$ cat src/rtl/alu_seq_if.sv
// Operand/result bundle for alu_seq: input and output valid/ready channels.
// The decode/writeback side uses master; the ALU uses slave.
interface alu_seq_if #(
    parameter int WIDTH = 32
) ();

    logic             in_valid;
    logic             in_ready;
    logic [WIDTH-1:0] src1_i;
    logic [WIDTH-1:0] src2_i;
    logic [3:0]       ctrl_i;
    logic             out_valid;
    logic             out_ready;
    logic [WIDTH-1:0] result_o;
    logic [WIDTH-1:0] prod_hi_o;
    logic             zero_o;
    logic             cout_o;
    logic             overflow_o;
    logic             err_o;

    modport master (
        output in_valid, src1_i, src2_i, ctrl_i, out_ready,
        input  in_ready, out_valid, result_o, prod_hi_o,
               zero_o, cout_o, overflow_o, err_o
    );

    modport slave (
        input  in_valid, src1_i, src2_i, ctrl_i, out_ready,
        output in_ready, out_valid, result_o, prod_hi_o,
               zero_o, cout_o, overflow_o, err_o
    );

endinterface

$ cat src/rtl/alu_seq.sv
// Sequential ALU: single-cycle logic/arithmetic ops and a WIDTH-cycle
// unsigned shift-add multiplier, with registered, handshaked results.
module alu_seq #(
    parameter int WIDTH = 32,
    parameter int CNT_W = $clog2(WIDTH)
) (
    input  logic       clk_i,
    input  logic       rst_i,
    alu_seq_if.slave   bus,
    output logic [1:0] dbg_state
);

    // Handshakes: a transfer happens on a rising edge where valid & ready are
    // both high. in_ready is high only in IDLE; out_valid is high only in DONE
    // and the result registers never change while it is high.

    typedef enum logic [1:0] {
        S_IDLE = 2'd0,
        S_MUL  = 2'd1,
        S_DONE = 2'd2
    } state_t;

    localparam logic [3:0] OP_AND = 4'b0000;
    localparam logic [3:0] OP_OR  = 4'b0001;
    localparam logic [3:0] OP_ADD = 4'b0010;
    localparam logic [3:0] OP_MUL = 4'b0011;
    localparam logic [3:0] OP_SUB = 4'b0110;
    localparam logic [3:0] OP_SLT = 4'b0111;
    localparam logic [3:0] OP_NOR = 4'b1100;

    localparam logic [CNT_W-1:0] CNT_LAST = CNT_W'(WIDTH - 1);

    state_t             state;
    logic [WIDTH-1:0]   mcand;
    logic [WIDTH-1:0]   mplier;
    logic [2*WIDTH-1:0] acc;
    logic [CNT_W-1:0]   cnt;

    logic [WIDTH-1:0]   op_a;
    logic [WIDTH-1:0]   op_b;
    logic [WIDTH:0]     sum;
    logic               ovf_raw;
    logic [WIDTH-1:0]   alu_res;
    logic               alu_cout;
    logic               alu_ovf;
    logic               alu_err;

    logic [2*WIDTH-1:0] addend;
    logic [2*WIDTH-1:0] acc_next;

    assign bus.in_ready = (state == S_IDLE);
    assign dbg_state    = state;

    // Slice semantics: optional invert on each operand, B_invert doubles as
    // carry-in so SUB/SLT form A + ~B + 1.
    always_comb begin
        op_a    = bus.ctrl_i[3] ? ~bus.src1_i : bus.src1_i;
        op_b    = bus.ctrl_i[2] ? ~bus.src2_i : bus.src2_i;
        sum     = {1'b0, op_a} + {1'b0, op_b} + {{WIDTH{1'b0}}, bus.ctrl_i[2]};
        ovf_raw = (op_a[WIDTH-1] == op_b[WIDTH-1]) & (sum[WIDTH-1] != op_a[WIDTH-1]);

        alu_res  = '0;
        alu_cout = 1'b0;
        alu_ovf  = 1'b0;
        alu_err  = 1'b0;
        case (bus.ctrl_i)
            OP_AND, OP_NOR: alu_res = op_a & op_b;
            OP_OR:          alu_res = op_a | op_b;
            OP_ADD, OP_SUB: begin
                alu_res  = sum[WIDTH-1:0];
                alu_cout = sum[WIDTH];
                alu_ovf  = ovf_raw;
            end
            // Sign of the true difference, valid even when A-B overflows.
            OP_SLT:         alu_res = {{(WIDTH-1){1'b0}}, sum[WIDTH-1] ^ ovf_raw};
            OP_MUL:         alu_res = '0;
            default:        alu_err = 1'b1;
        endcase
    end

    always_comb begin
        addend   = mplier[cnt] ? ({{WIDTH{1'b0}}, mcand} << cnt) : '0;
        acc_next = acc + addend;
    end

    always_ff @(posedge clk_i or negedge rst_i) begin
        if (!rst_i) begin
            state          <= S_IDLE;
            mcand          <= '0;
            mplier         <= '0;
            acc            <= '0;
            cnt            <= '0;
            bus.out_valid  <= 1'b0;
            bus.result_o   <= '0;
            bus.prod_hi_o  <= '0;
            bus.zero_o     <= 1'b0;
            bus.cout_o     <= 1'b0;
            bus.overflow_o <= 1'b0;
            bus.err_o      <= 1'b0;
        end else begin
            case (state)
                S_IDLE: begin
                    if (bus.in_valid) begin
                        if (bus.ctrl_i == OP_MUL) begin
                            mcand  <= bus.src1_i;
                            mplier <= bus.src2_i;
                            acc    <= '0;
                            cnt    <= '0;
                            state  <= S_MUL;
                        end else begin
                            bus.result_o   <= alu_res;
                            bus.prod_hi_o  <= '0;
                            bus.zero_o     <= (alu_res == '0);
                            bus.cout_o     <= alu_cout;
                            bus.overflow_o <= alu_ovf;
                            bus.err_o      <= alu_err;
                            bus.out_valid  <= 1'b1;
                            state          <= S_DONE;
                        end
                    end
                end
                S_MUL: begin
                    acc <= acc_next;
                    cnt <= cnt + 1'b1;
                    if (cnt == CNT_LAST) begin
                        bus.result_o   <= acc_next[WIDTH-1:0];
                        bus.prod_hi_o  <= acc_next[2*WIDTH-1:WIDTH];
                        bus.zero_o     <= (acc_next[WIDTH-1:0] == '0);
                        bus.cout_o     <= 1'b0;
                        bus.overflow_o <= |acc_next[2*WIDTH-1:WIDTH];
                        bus.err_o      <= 1'b0;
                        bus.out_valid  <= 1'b1;
                        state          <= S_DONE;
                    end
                end
                S_DONE: begin
                    if (bus.out_ready) begin
                        bus.out_valid <= 1'b0;
                        state         <= S_IDLE;
                    end
                end
                default: state <= S_IDLE;
            endcase
        end
    end

endmodule

$ cat src/flat_wrapper.sv
// flat-port wrapper written by rule: the top's interface ports become plain ports
module alu_seq_flat 
#(
    parameter int WIDTH = 32,
    parameter int CNT_W = $clog2(WIDTH)
)
  (clk_i, rst_i, dbg_state, bus_in_valid, bus_src1_i, bus_src2_i, bus_ctrl_i, bus_out_ready, bus_in_ready, bus_out_valid, bus_result_o, bus_prod_hi_o, bus_zero_o, bus_cout_o, bus_overflow_o, bus_err_o);
  alu_seq_if #(.WIDTH(WIDTH)) bus_i ();
  input  logic clk_i;
  input  logic rst_i;
  output logic [1:0] dbg_state;
  input wire logic [$bits(bus_i.in_valid)-1:0] bus_in_valid;
  input wire logic [$bits(bus_i.src1_i)-1:0] bus_src1_i;
  input wire logic [$bits(bus_i.src2_i)-1:0] bus_src2_i;
  input wire logic [$bits(bus_i.ctrl_i)-1:0] bus_ctrl_i;
  input wire logic [$bits(bus_i.out_ready)-1:0] bus_out_ready;
  output wire logic [$bits(bus_i.in_ready)-1:0] bus_in_ready;
  output wire logic [$bits(bus_i.out_valid)-1:0] bus_out_valid;
  output wire logic [$bits(bus_i.result_o)-1:0] bus_result_o;
  output wire logic [$bits(bus_i.prod_hi_o)-1:0] bus_prod_hi_o;
  output wire logic [$bits(bus_i.zero_o)-1:0] bus_zero_o;
  output wire logic [$bits(bus_i.cout_o)-1:0] bus_cout_o;
  output wire logic [$bits(bus_i.overflow_o)-1:0] bus_overflow_o;
  output wire logic [$bits(bus_i.err_o)-1:0] bus_err_o;
  assign bus_i.in_valid = bus_in_valid;
  assign bus_i.src1_i = bus_src1_i;
  assign bus_i.src2_i = bus_src2_i;
  assign bus_i.ctrl_i = bus_ctrl_i;
  assign bus_i.out_ready = bus_out_ready;
  assign bus_in_ready = bus_i.in_ready;
  assign bus_out_valid = bus_i.out_valid;
  assign bus_result_o = bus_i.result_o;
  assign bus_prod_hi_o = bus_i.prod_hi_o;
  assign bus_zero_o = bus_i.zero_o;
  assign bus_cout_o = bus_i.cout_o;
  assign bus_overflow_o = bus_i.overflow_o;
  assign bus_err_o = bus_i.err_o;
  alu_seq #(.WIDTH(WIDTH), .CNT_W(CNT_W)) u_core (.clk_i(clk_i), .rst_i(rst_i), .bus(bus_i), .dbg_state(dbg_state));
endmodule
$ cat config.mk
export PLATFORM = sky130hd
export DESIGN_NAME = alu_seq_flat
export DESIGN_NICKNAME = d
export VERILOG_FILES = /design/src/rtl/alu_seq_if.sv /design/src/rtl/alu_seq.sv /design/src/flat_wrapper.sv
export SDC_FILE = /design/constraint.sdc
export NUM_CORES = 1
export LEC_CHECK = 0
export CELL_PAD_IN_SITES_DETAIL_PLACEMENT = 1
export CELL_PAD_IN_SITES_GLOBAL_PLACEMENT = 1
export CORE_MARGIN = 5
export CORE_UTILIZATION = 50
export CTS_BUF_LIST = sky130_fd_sc_hd__clkbuf_4 sky130_fd_sc_hd__clkbuf_8
export DETAILED_ROUTE_END_ITERATION = 7
export PLACE_DENSITY = 0.95
export SKIP_LAST_GASP = 1
export SYNTH_ARGS = -nofsm -noshare
export SYNTH_HDL_FRONTEND = slang
export SYNTH_SLANG_ARGS = --single-unit
$ cat constraint.sdc
create_clock -name clk_i -period 11.2 [get_ports clk_i]
set_input_delay 3.36 -clock clk_i [delete_from_list [all_inputs] [get_ports clk_i]]
set_output_delay 3.36 -clock clk_i [all_outputs]
set_load 0.02 [all_outputs]
; ---- After elaboration in Yosys (flattened, before gate mapping)
; Cells that the tools add are included.
[totals]
inputBits = 72
output_inout_bits = 72
wordCells = 103
register_bits = 204
[classes]
addsub = 4
n_lt_le_gt_ge = 1
shifts = 1
n_eq_ne = 16
bitwise_logic = 6
n_mux = 48
n_reduce_logical = 15
[op_table]
columns = cell, count
row1 = 2-to-1 mux 32 bit, 8
row2 = 2-to-1 mux 64 bit, 3
row3 = case mux 32 bit (2 select lines), 2
row4 = case mux 32 bit (4 select lines), 1
row5 = case mux 64 bit (2 select lines), 1
row6 = adder 64 bit, 1
row7 = zero test 32 bit, 2
row8 = inverter 32 bit, 2
row9 = left shift 32 x 5 -> 64 bit, 1
row10 = adder 32 x 32 -> 33 bit, 1
row11 = adder 33 x 1 -> 33 bit, 1
row12 = bitwise AND 32 bit, 1
row13 = bitwise OR 32 bit, 1
row14 = OR reduction 32 bit, 1
row15 = 2-to-1 mux 1 bit, 19
row16 = 2-to-1 mux 5 bit, 2
row17 = case mux 5 bit (2 select lines), 1
row18 = AND reduction 3 bit, 3
row19 = == test 4 x 2 -> 1 bit (second input constant), 2
row20 = == test 4 x 3 -> 1 bit (second input constant), 2
row21 = 2-to-1 mux 2 bit, 4
row22 = case mux 1 bit (2 select lines), 4
row23 = < comparator 5 x 6 -> 1 bit (second input constant), 1
row24 = != test 2 bit (second input constant), 3
row25 = other kinds (22), 24

; ---- Longest topological paths before layout
[logic_depth]
depth_word = 12
mapped_depth = 26
depth_no_buf = 21

; ---- Least setup slack after synthesis
; OpenSTA, ideal clock, no wires.
[synth_timing]
path_type = input to register
from = in bus_ctrl_i[2]
to = reg u_core.bus.zero_o
arrival_ns = 6.979
path_slack_ns = 4.157
path_buffers = 2
setup_ns = 0.064
required_ns = 11.136
stages = 15
cell_sequence = clkbuf_1 clkbuf_1 xor2_1 ha_1 nand2_1 a211oi_1 o21ai_2 a211oi_1 o31ai_2 o41ai_1 xnor2_1 o221ai_1 or4_1 nor3_1 a31o_2
[synth_between]
elab_chain_cells = 11
elab_cells_between_ends = 25
classes_between = add/sub: 2 / eq/ne: 9 / mux: 5 / bitwise: 4 / reduce/logical: 5
[synth_rtl]
columns = item, line
row1 = from (decl), flat_wrapper.sv:15  ; input wire logic [$bits(bus_i.ctrl_i)-1:0] bus_ctrl_i;
row2 = 2-to-1 mux 32 bit, alu_seq.sv:58  ; op_b = bus.ctrl_i[2] ? ~bus.src2_i : bus.src2_i;
row3 = adder 32 x 32 -> 33 bit, alu_seq.sv:59  ; sum = {1'b0, op_a} + {1'b0, op_b} + {{WIDTH{1'b0}}, bus.ctrl_i[2]};
row4 = adder 33 x 1 -> 33 bit, alu_seq.sv:59
row5 = != test 1 bit, alu_seq.sv:60  ; ovf_raw = (op_a[WIDTH-1] == op_b[WIDTH-1]) & (sum[WIDTH-1] != op_a[WIDTH-1]);
row6 = bitwise AND 1 bit, alu_seq.sv:60
row7 = bitwise XOR 1 bit, alu_seq.sv:75  ; OP_SLT: alu_res = {{(WIDTH-1){1'b0}}, sum[WIDTH-1] ^ ovf_raw};
row8 = case mux 32 bit (4 select lines), alu_seq.sv:66  ; case (bus.ctrl_i)
row9 = zero test 32 bit, alu_seq.sv:113  ; bus.zero_o <= (alu_res == '0);
row10 = 2-to-1 mux 1 bit, alu_seq.sv:104  ; if (bus.ctrl_i == OP_MUL) begin
row11 = 2-to-1 mux 1 bit, alu_seq.sv:103  ; if (bus.in_valid) begin
row12 = case mux 1 bit (2 select lines), alu_seq.sv:101  ; case (state)
row13 = to (signal assigned), alu_seq.sv:113
row14 = to (signal assigned), alu_seq.sv:128  ; bus.zero_o <= (acc_next[WIDTH-1:0] == '0);
row15 = to (decl), alu_seq_if.sv:30  ; zero_o, cout_o, overflow_o, err_o
; Parallel ways exist; a longest one is shown, timed or not. The select of a mux whose other input is x is not followed.
; A chain may end at the register's enable or synchronous reset.

; ---- Worst setup path after layout
[layout_timing]
from = reg u_core.cnt[0]
to = reg u_core.bus.overflow_o
[layout_between]
elab_chain_cells = 7
elab_cells_between_ends = 11
classes_between = add/sub: 1 / eq/ne: 2 / shift: 1 / mux: 5 / reduce/logical: 2
[layout_rtl]
columns = item, line
row1 = from (decl), alu_seq.sv:37  ; logic [CNT_W-1:0] cnt;
row2 = from (signal assigned), alu_seq.sv:124  ; cnt <= cnt + 1'b1;
row3 = binary-select mux 1 bit (select 5 bit), alu_seq.sv:82  ; addend = mplier[cnt] ? ({{WIDTH{1'b0}}, mcand} << cnt) : '0;
row4 = 2-to-1 mux 1 bit (not written as such), alu_seq.sv:82
row5 = 2-to-1 mux 64 bit, alu_seq.sv:82
row6 = adder 64 bit, alu_seq.sv:83  ; acc_next = acc + addend;
row7 = OR reduction 32 bit, alu_seq.sv:130  ; bus.overflow_o <= |acc_next[2*WIDTH-1:WIDTH];
row8 = 2-to-1 mux 1 bit, alu_seq.sv:125  ; if (cnt == CNT_LAST) begin
row9 = case mux 1 bit (2 select lines), alu_seq.sv:101
row10 = to (signal assigned), alu_seq.sv:115  ; bus.overflow_o <= alu_ovf;
row11 = to (signal assigned), alu_seq.sv:130
row12 = to (decl), alu_seq_if.sv:30
; Parallel ways exist; a longest one is shown, timed or not. The select of a mux whose other input is x is not followed.

==> results.yml <==
clocking:
  clk_latency_ns: 0.64
  postCtsSetupBuffers: 0
  htreeDepth: 2
  cts_tree: "done"
  cts_resized: 0
  cts_root_buf: "clkbuf_8"
  cts-buffers-inserted: 40
  ctsHoldBuffers: 0
  cts.clk_slew.worst_paths_ns: 0.06
  cts_sinks: 204
  cts_buffer_depth: 3
final_layout:
  fin_util: 0.581
  stdcell_count: 2715
  diodes: 0
  final_nets: 2427
  areaGrowthSynthToFinish_pct: 14.0
  final_cell_area_sq_um: 20800
  final_layout_size_suffix_gt1_frac: 0.117
yosys:
  synth_seq_cells: 204
  ys_types: 91
  synthDominantCellAreaShare: 0.280
  synth_area_sq_um: 18200
  synth_area_leaders: "dfrtp_1 28%, ha_1 8.9%, mux2_2 5.4%"
  yosys_warnings: 0
  synthArstFlopShare: 1.00
  synth_edf_count: 0
  avgSynthCellArea_sq_um: 8.44
  synth_top_area_cell: "dfrtp_1"
  ys.flop_type: "dfrtp_1"
  syn-num-nets: 2360
  synthCells: 2157
  yosysSeqAreaShare: 0.280
setup_path:
  critPathSlowestCell: "a31oi_1"
  critPathKind: "register to register"
  required_ns: 11.70
  crit_fanout: 52
  cp-start-kind: "register"
  arrival_ns: 8.14
  max_stage_delay_ns: 0.74
  reg2reg_depth: 19
  endpoint_kind: "register"
  crit_chain: "buf_4, mux4_2, mux4_2, nand2_1, and2_0, buf_4, nor2_1, ha_1, nand4_1, nor4_1, a31oi_1, a31oi_1, nor4_1, nor2_1, xor2_1, a2111oi_2, nand4b_1, or4_1, o21ba_1"
floorplan:
  core_area_sq_um: 35700
  ios: 144
  die_area_sq_um: 40300
  initial_core_util: 0.509
  die_h_microns: 201
  fp-row-count: 69
  fp.dieW_microns: 201
hold_path:
  min_path_type: "register to register"
  min_path_cells: 2
power:
  p_comb_frac: 0.600
  p_seq_frac: 0.220
  clockPowerShare: 0.180
  power.density_nw_per_um2: 244
  peakVddDrop_mv: 0.153
  leakagePower_uw: 0.00919
  internal-power_uw: 2520
  power.switching_uw: 2550
  power.switching_fraction: 0.503
sta:
  tightest_slew_ns: 1.06
  min_period_ns: 7.64
  slew_headroom: 0.294
  tns_ns: 0
  rsz0062_at_grt: "false"
  setup_violations: 0
  slew_viol_final: 0
  timing_hold_violations_final: 0
  fmax_mhz: 131
  skew_ns: 0.0330
  final.period_utilization: 0.682
status:
  status: "finished, final reports clean"
place:
  dp_hpwl_microns: 57700
  portBuffers: 143
  gp_congestion: 1.00
  dpl_cell_area_sq_um: 19800
  place_inst: 2643
detailed_routing:
  vias: 18300
  vias_per_cell: 6.74
  drc_errors: 0
  wl_per_cell_microns: 27.7
  firstDrtPassIters: 6
  drt_iter0_drc: 2116
  routed_wl_microns: 75300
  ant_nets: 0
global_route:
  grt_pass1_wl_microns: 114000
  overflow: 0
  grt.total_usage: 0.358
  antenna_found_initial: 1
  grt_max_degree: 81
  grt_pass1_vias: 18500
run:
  drv_cap: 0
cell type report:
class                   instances  area [sq um]
repair buffers                161          1560
inverters                     104           390
fillers                      4184         15000
well taps                     461           577
clock buffers                  65           820
clock inverters                 7           116
multi-input cells            1713         12200
flip-flops and latches        204          5110
worst paths after layout:
check                                   startpoint                      end  slack [ns]
setup / recovery                     u_core.cnt[0]    u_core.bus.overflow_o        3.56
hold / removal             u_core.bus.prod_hi_o[6]  u_core.bus.prod_hi_o[6]        0.47
setup reg to reg                     u_core.cnt[0]    u_core.bus.overflow_o        3.56
hold reg to reg            u_core.bus.prod_hi_o[6]  u_core.bus.prod_hi_o[6]        0.47
max in group asynchronous                    rst_i           u_core.acc[38]        6.95
min in group asynchronous                    rst_i        u_core.mplier[14]        2.78
cell families after synthesis:
kind of cell,count (synthesis),share of synthesized area
and+or+nand+nor,645,0.161
AOI/OAI and AO/OA,637,0.235
buffers and inverters,240,0.0515
DFF,204,0.280
muxes,153,0.110
xor gates and xnor gates,147,0.0707
adders and majority gates,131,0.0908
registers in the layout (all words and copies together), names as in the netlist:
register / flops
u_core.acc: 64
u_core.bus.cout_o: 1
u_core.bus.err_o: 1
u_core.bus.out_valid: 1
u_core.bus.overflow_o: 1
u_core.bus.prod_hi_o: 32
u_core.bus.result_o: 32
u_core.bus.zero_o: 1
u_core.cnt: 5
u_core.dbg_state: 2
u_core.mcand: 32
u_core.mplier: 32
cells in the mapped netlist (30+ instances only):
cell type	count
nand2_1	254
dfrtp_1	204
nor2_1	185
a21oi_1	142
o21ai_0	142
ha_1	129
inv_1	103
xor2_1	103
clkbuf_1	98
mux2_2	88
xnor2_1	44
a21o_1	41
a22o_1	38
mux2i_1	36
nand4_1	34
o22ai_1	33
nand3_1	30
metrics by stage:
step	power, uW	hold slack [ns]	setup slack, ns
detailed placement	4030	0.469	3.15
finish	5070	0.473	3.56
global route	5270	0.492	3.33
CTS	4960	0.477	3.76
global placement	3890	0.461	3.31
floorplan	3040	0.450	4.16
layer usage:
layer  wire [microns]  part of all wire  vias to the layer above  GRT usage
met5                0                 0                        -          0
met4             2860             0.038                        0      0.121
met1            31700              0.42                     9184      0.499
li1                 -                 -                     7966          -
met2            33700              0.45                      968      0.561
met3             7020             0.093                      191     0.0700
placed cells by master, fill, tap and decap left out, types with 7 or more instances in the layout:
cell             count
nand2_1            254
dfrtp_1            201
nor2_1             184
a21oi_1            142
o21ai_0            142
clkdlybuf4s50_1    140
ha_1               129
xor2_1             103
inv_1              103
mux2_2              88
clkbuf_8            54
xnor2_1             44
a21o_1              39
a22o_1              38
mux2i_1             36
nand4_1             34
o22ai_1             33
nand3_1             30
mux4_2              29
o31ai_1             29
o221ai_1            27
a211oi_1            26
nor3_1              26
a31oi_1             23
nor2b_1             22
buf_4               18
o21bai_1            13
o21a_1              13
nand2b_1            12
or4_1               12
clkbuf_4            12
and2_1              11
nor4_1              11
or3_1               10
o211ai_1            10
a22oi_1              9
o21ai_1              8
o41ai_1              7
power by group through the flow:
stage	combinational, uW	sequential, uW	clock (uW)
6_report	3040	1120	910
5_1_grt	3190	1130	952
4_1_cts	2940	1110	918
3_5_place_dp	2910	1110	0
3_3_place_gp	2800	1090	0
2_1_floorplan	1960	1090	0
critical path: cells and delay by family, from the launching register on:
kind / cells / cell delay [ns]
flops: 1 / 0.35
simple gates: 9 / 2.70
buf+inv: 2 / 0.97
fa+ha+maj: 1 / 0.57
compound gates: 4 / 1.47
xor+xnor: 1 / 0.23
mux: 2 / 1.15
(Power assumes the default switching activity.)
